$ cat src/rtl/uart_pkg.sv
// Shared types and constants for the UART transmit path.
package uart_pkg;

   typedef enum logic [1:0] {
      IDLE  = 2'd0,
      START = 2'd1,
      DATA  = 2'd2,
      STOP  = 2'd3
   } uart_tx_state_t;

   localparam int   UART_DATA_BITS  = 8;
   localparam logic UART_IDLE_LEVEL = 1'b1;

endpackage

$ cat src/rtl/bit_timer.sv
// Bit-period counter: counts 0..P-1 and pulses bit_done on the last count.
// A zero period is treated as one cycle so the line can never stall.
module bit_timer #(
   parameter int COUNTER_WIDTH = 24
) (
   input  logic                     clk,
   input  logic                     rst_n,
   input  logic                     clear,
   input  logic [COUNTER_WIDTH-1:0] period,
   output logic                     bit_done
);

   logic [COUNTER_WIDTH-1:0] cnt_q;
   logic [COUNTER_WIDTH-1:0] cnt_d;
   logic [COUNTER_WIDTH-1:0] last_cnt;

   always_comb begin
      last_cnt = (period == '0) ? '0 : period - COUNTER_WIDTH'(1);
      bit_done = (cnt_q == last_cnt);
      cnt_d    = cnt_q + COUNTER_WIDTH'(1);
      if (clear || bit_done) begin
         cnt_d = '0;
      end
   end

   always_ff @(posedge clk or negedge rst_n) begin
      if (!rst_n) begin
         cnt_q <= '0;
      end else begin
         cnt_q <= cnt_d;
      end
   end

endmodule

$ cat src/rtl/uart_tx.sv
// 8N1 UART transmitter with a one-byte holding register in front of the
// shift register so consecutive bytes leave back-to-back.
//
// state | meaning
// IDLE  | line high, waiting for a full holding register
// START | start bit (0) for one period
// DATA  | shift[0] for one period, eight times, LSB first
// STOP  | stop bit (1); chains straight into START if a byte is waiting
module uart_tx
   import uart_pkg::*;
#(
   parameter int COUNTER_WIDTH = 24
) (
   input  logic                     clk,
   input  logic                     rst_n,
   input  logic [7:0]               data,
   input  logic                     data_valid,
   output logic                     data_ready,
   input  logic [COUNTER_WIDTH-1:0] cycles_per_bit,
   output logic                     uart_tx_out,
   output logic                     busy
);

   localparam logic [2:0] LAST_IDX = 3'(UART_DATA_BITS - 1);

   uart_tx_state_t           state_q, state_d;
   logic                     hold_full_q, hold_full_d;
   logic [7:0]               hold_data_q, hold_data_d;
   logic [7:0]               shift_q, shift_d;
   logic [2:0]               idx_q, idx_d;
   logic [COUNTER_WIDTH-1:0] period_q, period_d;
   logic                     tx_q, tx_d;
   logic                     transfer;
   logic                     load;
   logic                     timer_clear;
   logic                     bit_done;

   bit_timer #(
      .COUNTER_WIDTH (COUNTER_WIDTH)
   ) u_bit_timer (
      .clk      (clk),
      .rst_n    (rst_n),
      .clear    (timer_clear),
      .period   (period_q),
      .bit_done (bit_done)
   );

   always_comb begin
      state_d  = state_q;
      shift_d  = shift_q;
      idx_d    = idx_q;
      period_d = period_q;
      transfer = 1'b0;

      case (state_q)
         IDLE: begin
            if (hold_full_q) begin
               transfer = 1'b1;
               state_d  = START;
            end
         end
         START: begin
            if (bit_done) begin
               idx_d   = '0;
               state_d = DATA;
            end
         end
         DATA: begin
            if (bit_done) begin
               shift_d = shift_q >> 1;
               idx_d   = idx_q + 3'd1;
               if (idx_q == LAST_IDX) begin
                  state_d = STOP;
               end
            end
         end
         STOP: begin
            if (bit_done) begin
               if (hold_full_q) begin
                  transfer = 1'b1;
                  state_d  = START;
               end else begin
                  state_d = IDLE;
               end
            end
         end
         default: state_d = IDLE;
      endcase

      // The period is captured only here, so mid-frame changes wait for the next frame.
      if (transfer) begin
         shift_d  = hold_data_q;
         period_d = cycles_per_bit;
      end

      load        = data_valid && !hold_full_q;
      hold_full_d = load || (hold_full_q && !transfer);
      hold_data_d = load ? data : hold_data_q;

      case (state_q)
         START:   tx_d = 1'b0;
         DATA:    tx_d = shift_q[0];
         default: tx_d = UART_IDLE_LEVEL;
      endcase

      timer_clear = (state_q == IDLE) || (state_d != state_q);
   end

   always_ff @(posedge clk or negedge rst_n) begin
      if (!rst_n) begin
         state_q     <= IDLE;
         hold_full_q <= 1'b0;
         hold_data_q <= '0;
         shift_q     <= '0;
         idx_q       <= '0;
         period_q    <= '0;
         tx_q        <= UART_IDLE_LEVEL;
      end else begin
         state_q     <= state_d;
         hold_full_q <= hold_full_d;
         hold_data_q <= hold_data_d;
         shift_q     <= shift_d;
         idx_q       <= idx_d;
         period_q    <= period_d;
         tx_q        <= tx_d;
      end
   end

   assign data_ready  = !hold_full_q;
   assign busy        = (state_q != IDLE);
   assign uart_tx_out = tx_q;

endmodule

$ cat config.mk
export PLATFORM = sky130hd
export DESIGN_NAME = uart_tx
export DESIGN_NICKNAME = d
export VERILOG_FILES = /design/src/rtl/uart_pkg.sv /design/src/rtl/bit_timer.sv /design/src/rtl/uart_tx.sv
export SDC_FILE = /design/constraint.sdc
export NUM_CORES = 1
export LEC_CHECK = 0
export CORE_ASPECT_RATIO = 0.7
export CORE_MARGIN = 5
export CORE_UTILIZATION = 30
export CTS_CLUSTER_SIZE = 12
export DETAILED_ROUTE_END_ITERATION = 6
export GPL_TIMING_DRIVEN = 0
export HOLD_SLACK_MARGIN = 0.15
export PLACE_DENSITY = 0.56
export RECOVER_POWER = 25
export SLEW_MARGIN = 10
export SYNTH_ARGS = -nofsm -noshare
export SYNTH_HDL_FRONTEND = slang
export SYNTH_HIERARCHICAL = 1
export SYNTH_SLANG_ARGS = --single-unit
$ cat constraint.sdc
create_clock -name clk -period 4.5 [get_ports clk]
set_input_delay 0.675 -clock clk [delete_from_list [all_inputs] [get_ports clk]]
set_output_delay 0.675 -clock clk [all_outputs]
set_load 0.02 [all_outputs]
==> results.toml <==
[die]
die_y_um = 111
coreArea_mm2 = 0.0141
start_util = 0.308
rows = 36
die_w_um = 154
num_io_pins = 38
die_area_mm2 = 0.0170

[clock_network]
insertion_delay_ps = 340
cts_tree = "built"
cts_sinks = 71
cts_buffer_depth = 2
root_buffer = "clkbuf_16"
numCtsBuffers = 9
ctsHoldBuffers = 0
htreeDepth = 3
path_clk_slew_ps = 60

[drt]
drtIter0Drc = 145
route.vias.total = 3375
drtPass1Iterations = 4
drt_wl_total_mm = 10.2
via_per_inst = 5.14
ant_nets = 0
drc_errors = 0
wl_per_cell_um = 15.6

[worst_setup_path]
timing_worst_setup_path_type = "flop to flop"
cp.arrival_ps = 4530
r2r_start = "period_q[0]"
start_kind = "flop"
r2r-end = "u_bit_timer/cnt_q[16]"
end_kind = "flop"
crit_fanout = 10
rrSetupSlack_ps = 240
rr_worst_depth = 16
cp.required_ps = 4760

[min_path]
hold_path_startpoint = "idx_q[0]"
hold_class = "flop to flop"
hold_end = "idx_q[0]"
holdPathStages = 1

[grt]
overflow = 0
antenna_found_initial = 0
grt_pass1_vias = 3372
grt_max_degree = 47
track_usage = 0.120
grt_pass1_wl_mm = 16.8

[cells_and_area]
design_area_mm2 = 0.00524
drive_gt1_frac = 0.185
fin_util = 0.373
final_cell_mix = "70 x dfrtp_1, 43 x nor2_1, 42 x mux2_2, 36 x clkdlybuf4s50_1, 30 x xnor2_1"
synthToLayoutAreaGrowth_pct = 21.0
final_nets = 504
layout_commonest_cell = "dfrtp_1"
num_antenna_cells = 0

[pwr]
ir_worst_vdd_mv = 0.293
p_total_mw = 2.97
power_density_mw_per_mm2 = 568
p_leak_nw = 2.01

[sta]
finalCriticalPeriod_ps = 4260
slew_headroom = -0.655
fin_crit_sh = 0.948
skew_ps = 8.91
tns_ps = 0
fmax_mhz = 234
worstMarginPinSlew_ps = 2480
drv_slew = 47
setup_viol = 0
hold_viol = 0
rsz0062_at_grt = "no"

[placement]
port_buffers = 37
place.gp.congestion = 0.854
postPlaceCellArea_mm2 = 0.00496
hpwl_mm = 7.77

[synth]
syn_nets = 455
yosys_warnings = 6
postSynthAreaPerCell_um2 = 10.5
ys_types = 68
syn_area_mm2 = 0.00433
synth_edf_count = 0
ys_ff_latch = 71
postSynthCellCount = 412
async_flop_share = 1.00
synth-main-ff-cell = "dfrtp_1"
synth_seq_area_share = 0.411

[job]
drv_cap = 1

[run_status]
status = "finished with violations"
violations = "capacitance limit, slew limit"
==> synth_stat cells (3+ instances only) <==
master	number	area share
mux2_1	4	0.010
nor3b_1	4	0.0069
and3_1	4	0.0058
clkbuf_1	3	0.0026
buf_2	3	0.0035
nand3_1	16	0.018
nor2_1	43	0.037
buf_6	6	0.016
a32o_1	3	0.0069
xnor2_1	30	0.061
xor2_1	19	0.038
nor4_2	3	0.0087
nor3_1	11	0.013
nor4_1	8	0.012
a21oi_1	9	0.010
or3_1	3	0.0043
dfrtp_1	70	0.40
nand4_1	11	0.016
o31ai_1	3	0.0052
or4_1	7	0.012
a22oi_1	3	0.0052
mux2_2	42	0.11
ha_1	8	0.023
nand2_1	18	0.016
inv_1	15	0.013
o21ai_0	12	0.014
==> worst max-delay path: stages (launching register included) <==
cell,delay [ps]
dfrtp_1,470
inv_1,100
ha_1,220
nor3b_4,330
nand3_2,170
or4_1,520
and2_1,180
o221ai_2,150
o22ai_1,140
and4_2,270
buf_6,140
a21boi_0,140
o211a_1,240
or4_1,480
a41o_2,330
buf_6,180
nor2_1,120
==> report_power, final <==
part           switching (mW)  internal, mW
clock network           0.290         0.378
logic                   0.533         0.631
registers               0.290         0.852
total                    1.11          1.86
==> cell type report <==
type	count	area, um^2
plain buffers	14	105
clock inverters	7	56.3
multi-input cells	311	2410
well taps	190	238
flip-flops and latches	71	1780
fillers	1413	8810
inverters	16	60.1
repair buffers	38	368
clock buffers	9	225
==> timing repair <==
action                     CTS  global route
setup buffers                0             0
resized for setup            0             3
setup endpoints to repair    0            39
==> worst max path at each step <==
stage / startpoint / to / depth (start not counted)
floorplan: period_q[0] / u_bit_timer/cnt_q[19] / 16
global placement: period_q[2] / shift_q[5] / 12
detailed placement: period_q[2] / shift_q[2] / 12
CTS: period_q[0] / u_bit_timer/cnt_q[16] / 16
global route: period_q[0] / u_bit_timer/cnt_q[21] / 16
finish: period_q[0] / u_bit_timer/cnt_q[16] / 16
==> registers in the layout (all words and copies together) (netlist names) <==
register           count
idx_q                  3
hold_full_q            1
hold_data_q            8
period_q              24
uart_tx_out            1
u_bit_timer/cnt_q     24
shift_q                8
state_q                2
==> metrics by stage <==
step | hold WS, ps | std cells | setup slack (ps)
after floorplan | 379 | 412 | 786
after global placement | 479 | 639 | 233
after detailed placement | 489 | 640 | 214
after CTS | 260 | 656 | 215
after global routing | 518 | 656 | 5.05
final | 495 | 656 | 235
==> per-layer routing <==
metal  global-route usage  up-vias  part of all wire
met5                    0        -                 0
met4               0.0253        0            0.0098
met3               0.0293       13             0.048
met2                0.182       83              0.45
met1                0.173     1674              0.49
li1                     -     1605                 -
==> kinds of logic after synthesis <==
family / synth area share
DFF: 0.411
buffers and inverters: 0.0381
and+or+nand+nor: 0.193
muxes: 0.124
adders and majority gates: 0.0231
xor gates and xnor gates: 0.120
AOI/OAI and AO/OA: 0.0902
No activity file was read; power rests on OpenSTA's default activity.
